--- src/rtl/pipe_hazard_ctrl.sv ---
// pipe_hazard_ctrl: EX/MEM/WB writer scoreboard driving forwarding, load-use/JR stalls and redirect flushes.
// Optional HAZARD_R0_ZERO_EN: register 0 is hardwired zero and never hits.
module pipe_hazard_ctrl #(
  parameter int NREG     = 16,
  parameter int AW       = $clog2(NREG),
  parameter int LD_STALL = 1
) (
  input  logic          clk,
  input  logic          rst,
  input  logic          id_valid,
  input  logic [AW-1:0] id_rs1,
  input  logic [AW-1:0] id_rs2,
  input  logic          id_use_rs1,
  input  logic          id_use_rs2,
  input  logic          id_wen,
  input  logic [AW-1:0] id_wreg,
  input  logic          id_is_load,
  input  logic          id_jr,
  input  logic          redirect,
  output logic [1:0]    fwd_a,
  output logic [1:0]    fwd_b,
  output logic          pc_stall,
  output logic          ifid_stall,
  output logic          idex_bubble,
  output logic          flush_ifid,
  output logic          flush_idex
);
  typedef struct packed {
    logic          valid;
    logic          wen;
    logic [AW-1:0] wreg;
  } wr_t;
  wr_t           id_w, ex_w, mem_w, wb_w;
  logic          ex_load, mem_load, ex_use1, ex_use2;
  logic [AW-1:0] ex_rs1, ex_rs2;
  logic [1:0]    cnt_q, cnt_d;
  logic          lu, jr, stall, bubble;
  function automatic logic hit(input wr_t w, input logic [AW-1:0] src, input logic use_src);
`ifdef HAZARD_R0_ZERO_EN
    return w.valid && w.wen && use_src && w.wreg == src && src != '0;
`else
    return w.valid && w.wen && use_src && w.wreg == src;
`endif
  endfunction
  // a load sitting in MEM has no data yet, so only WB may supply it
  function automatic logic [1:0] fwd_sel(input wr_t m, input logic m_load, input wr_t w,
                                         input logic [AW-1:0] src, input logic use_src);
    return (hit(m, src, use_src) && !m_load) ? 2'd2 : hit(w, src, use_src) ? 2'd1 : 2'd0;
  endfunction
  assign id_w = '{valid: id_valid, wen: id_wen, wreg: id_wreg};
  always_comb begin
    lu          = id_valid && ex_load && (hit(ex_w, id_rs1, id_use_rs1) || hit(ex_w, id_rs2, id_use_rs2));
    jr          = id_valid && id_jr && (hit(ex_w, id_rs2, id_use_rs2) || hit(mem_w, id_rs2, id_use_rs2) ||
                                        hit(wb_w, id_rs2, id_use_rs2));
    stall       = lu || jr || cnt_q != 2'd0;
    bubble      = stall || redirect || !id_valid;
    cnt_d       = redirect ? 2'd0 : lu ? 2'(LD_STALL - 1) : (cnt_q != 2'd0) ? cnt_q - 2'd1 : 2'd0;
    fwd_a       = rst ? 2'd0 : fwd_sel(mem_w, mem_load, wb_w, ex_rs1, ex_use1);
    fwd_b       = rst ? 2'd0 : fwd_sel(mem_w, mem_load, wb_w, ex_rs2, ex_use2);
    pc_stall    = !rst && stall && !redirect;
    ifid_stall  = !rst && stall && !redirect;
    idex_bubble = !rst && stall && !redirect;
    flush_ifid  = !rst && redirect;
    flush_idex  = !rst && redirect;
  end
  always_ff @(posedge clk or posedge rst) begin
    if (rst) begin
      ex_w     <= '0;
      mem_w    <= '0;
      wb_w     <= '0;
      ex_load  <= 1'b0;
      mem_load <= 1'b0;
      ex_rs1   <= '0;
      ex_rs2   <= '0;
      ex_use1  <= 1'b0;
      ex_use2  <= 1'b0;
      cnt_q    <= 2'd0;
    end else begin
      cnt_q    <= cnt_d;
      wb_w     <= mem_w;
      mem_w    <= ex_w;
      mem_load <= ex_load;
      ex_w     <= bubble ? '0 : id_w;
      ex_load  <= !bubble && id_is_load;
      ex_rs1   <= bubble ? '0 : id_rs1;
      ex_rs2   <= bubble ? '0 : id_rs2;
      ex_use1  <= !bubble && id_use_rs1;
      ex_use2  <= !bubble && id_use_rs2;
    end
  end
endmodule

--- config.mk ---
export PLATFORM = sky130hd
export DESIGN_NAME = pipe_hazard_ctrl
export DESIGN_NICKNAME = d
export VERILOG_FILES = /design/src/rtl/pipe_hazard_ctrl.sv
export SDC_FILE = /design/constraint.sdc
export NUM_CORES = 1
export LEC_CHECK = 0
export ABC_AREA = 1
export CORE_UTILIZATION = 55
export CTS_CLUSTER_DIAMETER = 80
export DETAILED_ROUTE_END_ITERATION = 6
export PLACE_DENSITY = 0.82
export RECOVER_POWER = 25
export SLEW_MARGIN = 20
export SYNTH_ARGS = -nofsm -noshare
export SYNTH_HDL_FRONTEND = slang
export SYNTH_SLANG_ARGS = --single-unit
--- constraint.sdc ---
create_clock -name clk -period 2.6 [get_ports clk]
set_input_delay 0.52 -clock clk [delete_from_list [all_inputs] [get_ports clk]]
set_output_delay 0.52 -clock clk [all_outputs]
set_load 0.02 [all_outputs]
== Word-level counts from Yosys, hierarchy flattened ==
Index checks and enable logic that the tools add are counted.
Word-level totals
  flip-flop bits (word level): 32
  latch bits: 0
  RAM bits: 0
  bits in read-only memories: 0
  input bits: 21
  output and inout port bits: 9
  memories: 0
Operators by class
  add/subtract/negate cells: 1
  multiply operators: 0
  div/mod/pow operators: 0
  $lt $le $gt $ge: 0
  eq/ne operators: 8
  shift operators: 0
  mux-type cells: 12
  bitwise logic cells: 0
  reductions and logical operators: 44
Operators with widths (count)
  $eq A4 B4 Y1: 8
  $logic_and A1 B1 Y1: 31
  $mux W2: 7
  $mux W4: 2
  $logic_or A1 B1 Y1: 7
  $mux W6: 1
  $logic_not A1 Y1: 5
  $mux W1: 2
  $reduce_bool A2 Y1: 1
  $sub A2 B1 Y2 const B: 1

== Depth between registers and ports, before layout ==
Gate-level depths: netlist of run 1.
  word-level depth: 12
  depth in mapped cells: 10
  depth with buffers taken out: 9

== Least setup slack after synthesis of run 1 ==
OpenSTA, ideal clock, no wires.
  path type: input to output
  start: input port rst
  end: output port ifid_stall
  arrival: 1.998 ns
  required time: 2.080 ns
  slack: 0.082 ns
  cell stages on the path: 4
  path through: inv_1 nand2_1 a21oi_1 buf_4
On the way
  longest elaborated chain between the ends: 3
Ends and longest elaborated chain
  start: declaration: RTL line 9  | input logic rst,
  $logic_not A1 Y1 (no line)
  $logic_and A1 B1 Y1 (2 in series)
  end: declaration: RTL line 23  | output logic ifid_stall,
Every way passes these cells.

== Worst setup path in the final report of run 1 ==
  start: input port id_rs2[0]
  end: output port ifid_stall
On the way
  longest elaborated chain between the ends: 9
  elaborated cells between the ends (all ways): 15
  those cells by class: eq/ne: 3; reduce/logical: 12
Ends and longest elaborated chain
  start: declaration: RTL line 12  | input logic [AW-1:0] id_rs2,
  $eq A4 B4 Y1: RTL line 42  | return w.valid && w.wen && use_src && w.wreg == src;
  $logic_and A1 B1 Y1: RTL line 42
  $logic_or A1 B1 Y1 (2 in series): RTL line 53  | jr = id_valid && id_jr && (hit(ex_w, id_rs2, id_use_rs2) || hit(mem_w, id_rs2, id_use_rs2) ||
  $logic_and A1 B1 Y1: RTL line 53
  $logic_or A1 B1 Y1 * (2 in series): RTL line 55  | stall = lu || jr || cnt_q != 2'd0;
  $logic_and A1 B1 Y1 * (2 in series): RTL line 61  | ifid_stall = !rst && stall && !redirect;
Every way passes the cells marked *; elsewhere a longest branch is shown, timed or not.

==> results.txt, run 1 <==
Result of the run -> complete, but fails checks
Violated checks -> DRC
Share of post-route cells with drive strength above 1 -> 0.163
Initial antenna violation count -> 0
Setup CP Type -> primary input to output pin
H-tree lvl count -> 2
Cell repeated most along the worst path -> nand2_1
Routed wire per std cell -> 11.8 um
Global-route wire length before repair -> 5650 um
GRT Resource Usage Total -> 0.237
Worst voltage drop across the vdd grid -> 0.379 mV
Most frequently used flop master after synthesis -> dfrtp_1
IO Pins -> 30
Worst Setup Slack post-DPL -> -0.506 ns
Worst-skew pair later-pin latency -> 0.32 ns
Number of I/O port buffers -> 29
Data arrival at the endpoint of the critical path -> 2.01 ns
Post-CTS setup buffer count -> 0
Drc violations -> 2
Number of nets at the end of the flow -> 266
Post-layout power -> 1.08 mW
Worst-path maximum fanout -> 4
Post-DP HPWL -> 2470 um
Area Overhead vs Synth -> 27.3%
Cell count after synthesis -> 204
Minimum clock period after layout -> 2.53 ns
TritonCTS sink count -> 32
Area inside the core boundary -> 0.00281 mm^2
Average cell area after synthesis -> 8.07 um^2
Period Utilization, post-route -> 0.972
Post-synth top area share -> 0.487
Number of inserted diodes -> 0
Largest cells by area after synthesis -> dfrtp_1 (49%), nand2_1 (12%), inv_1 (8.0%), nor2_1 (5.9%), xor2_1 (3.7%)
Largest area contributor in the netlist -> dfrtp_1
FFs w/ async S/R, synth -> 1.00
Clock buffer count from CTS -> 5
Max-slew violation count -> 0
Number of vias per cell after detailed routing -> 4.80
DRT Pass-1 Iters -> 6
Cell at the root of the clock tree -> clkbuf_4
Design area -> 0.00209 mm^2
Crit path max-delay cell type -> clkdlybuf4s50_1
Flip-flop and latch count after synthesis -> 32
Slew @ Worst Pin -> 0.771 ns
Fraction of the yosys area taken by sequential cells -> 0.487
Die extent in x -> 56.7 um
Upper clock frequency limit -> 0.396 GHz
DRT antenna net count -> 0
Area of the mapped netlist -> 0.00165 mm^2
Aggregate negative setup slack -> 0 ns
EDFF count, synth -> 0
Tightest Hold Check Type -> register to register
Die footprint -> 0.00321 mm^2
Worst path cell trace -> clkdlybuf4s50_1, inv_2, nand2_1, nand2_1, nor2_2, nand3_2, nand3_1, nand2_2, a21oi_2, buf_2
Maximum count of clock buffers along a single path -> 2
Unrepaired setup endpoints after global routing -> yes
Required time of the critical path -> 2.08 ns
Clock tree from TritonCTS -> built
Number of hold buffers added after cts -> 0
Total length of routed wires -> 3270 um
Clock Skews -> 0.0178 ns
Crit path setup slack, layout -> 0.0738 ns
Number of placement rows -> 19
Largest stage delay on the critical path -> 0.51 ns
Clock slew seen by the registers of the worst setup and hold paths -> 0.11 ns
Type of destination of the critical path -> output pin
Via count -> 1329
Relative slew slack -> 0.486
Vias in the first global route -> 1290
Total overflow reported by the global router -> 0
Kind of start point of the critical path -> primary input
Power density over cell area -> 515 mW/mm^2
Reported max-cap violation count -> 0
Ys Warns -> 0
RePlAce Congestion -> 0.906
Fin. Hold Viols -> 0
Setup violation total in the final timing report -> 0
Leakage -> 1.18 nW
Core utilization of the finished layout -> 0.747
Maximum number of pins on one net before global-route repair -> 33
Die Y-Extent -> 56.7 um
Starting Density -> 0.587
Post-placement cell area -> 0.00200 mm^2
First-iteration detailed-routing DRC count -> 45
Nets in the synthesized netlist -> 225
Synth cell types -> 25
critical path: cells and delay by family:
kind	cells	cell delay, ns
AND/OR/NAND/NOR	6	0.55
AO/OA/AOI/OAI	1	0.17
buffers and inverters	3	0.77
cell type report:
cell class,instances,area (um^2)
Tap cell,31,38.8
Multi-Input combinational cell,129,662
Clock buffer,7,65.1
Timing Repair Buffer,38,352
Fill cell,225,711
Clock inverter,1,30.0
Sequential cell,32,801
Inverter,39,146
sequential cells by signal, summed over array words and instances, names as in the netlist:
name	cells
ex_load	1
ex_use2	1
mem_load	1
ex_w	6
ex_rs1	4
wb_w	6
ex_rs2	4
cnt_q	2
ex_use1	1
mem_w	6
final timing paths:
check / startpoint / to / slack, ns / cells past startpoint
min in group asynchronous: rst / ex_rs2[3]$_DFF_PP0_ / 0.98 / 3
hold reg to reg: mem_w[4]$_DFF_PP0_ / wb_w[4]$_DFF_PP0_ / 0.39 / 0
setup reg to reg: ex_w[0]$_DFF_PP0_ / ex_load$_DFF_PP0_ / 0.99 / 10
hold / removal: mem_w[4]$_DFF_PP0_ / wb_w[4]$_DFF_PP0_ / 0.39 / 0
setup / recovery: id_rs2[0] / ifid_stall / 0.07 / 10
max in group asynchronous: rst / mem_w[4]$_DFF_PP0_ / 1.12 / 3
logic make-up (layout without fill, tap and decap cells):
family | Yosys count | in the layout | share of synthesized area
AO/OA/AOI/OAI | 11 | 11 | 0.0426
AND/OR/NAND/NOR | 106 | 106 | 0.292
XOR/XNOR | 12 | 12 | 0.0639
flip-flops | 32 | 32 | 0.487
buffers and inverters | 43 | 85 | 0.115
synthesized netlist by cell type (2+ instances only):
cell type / count
xor2_1: 7
nor4_1: 2
dfrtp_1: 32
xnor2_1: 5
inv_1: 35
a21oi_1: 3
nor3_1: 2
nand2_1: 51
nand3_1: 8
o21ai_0: 5
inv_2: 4
nand2_2: 2
nand4_1: 2
nor2_1: 26
buf_4: 3
nor2_2: 8
per-stage QoR:
step	hold slack, ns	std cells
final	0.387	277
after global routing	0.402	277
after CTS	0.387	277
after detailed placement	0.365	269
after global placement	0.365	269
after floorplan	0.354	204
layer usage:
| layer | GRT usage | share of wire | vias up |
|---|---|---|---|
| met1 | 0.301 | 0.45 | 607 |
| met4 | 0.0929 | 0.0070 | 0 |
| met3 | 0.0553 | 0.041 | 2 |
| li1 | - | - | 694 |
| met5 | 0 | 0 | - |
| met2 | 0.389 | 0.50 | 26 |
repair_timing:
action                                  CTS  global route
resized for setup                        14             6
endpoints found under the setup margin    3             6
pin swaps                                 0             0
placed cells by master, fill, tap and decap left out, types with 2 or more instances in the layout:
master,netlist,layout
a21oi_1,3,2
buf_2,0,2
buf_4,3,9
clkbuf_4,0,5
clkbuf_8,0,2
clkdlybuf4s50_1,0,20
dfrtp_1,32,32
dlymetal6s2s_1,0,4
inv_1,35,35
inv_2,4,4
nand2_1,51,51
nand2_2,2,2
nand3_1,8,8
nand4_1,2,2
nor2_1,26,25
nor2_2,8,9
nor3_1,2,2
nor4_1,2,2
o21ai_0,5,5
xnor2_1,5,5
xor2_1,7,7
power breakdown:
part	switching [mW]	leakage (nW)	internal, mW
registers	0.0176	0.430	0.516
logic	0.0685	0.703	0.0631
clock network	0.159	0.0515	0.255
total	0.245	1.18	0.834
(Power assumes the default switching activity.)
==> inputs of run 2 (changes only) <==
--- a/config.mk
+++ b/config.mk
@@ -8,6 +8,7 @@
 export ABC_AREA = 1
 export CORE_UTILIZATION = 55
 export CTS_CLUSTER_DIAMETER = 80
+export CTS_CLUSTER_SIZE = 40
 export DETAILED_ROUTE_END_ITERATION = 6
 export PLACE_DENSITY = 0.82
 export RECOVER_POWER = 25
==> results of run 2 <==
No change in the layout: final DEF, timing and power equal those of run 1.
==> inputs of run 3 (changes only) <==
--- a/config.mk
+++ b/config.mk
@@ -8,7 +8,6 @@
 export ABC_AREA = 1
 export CORE_UTILIZATION = 55
 export CTS_CLUSTER_DIAMETER = 80
-export CTS_CLUSTER_SIZE = 40
 export DETAILED_ROUTE_END_ITERATION = 6
 export PLACE_DENSITY = 0.82
 export RECOVER_POWER = 25
==> results of run 3 <==
No change in the layout: final DEF, timing and power equal those of run 1.
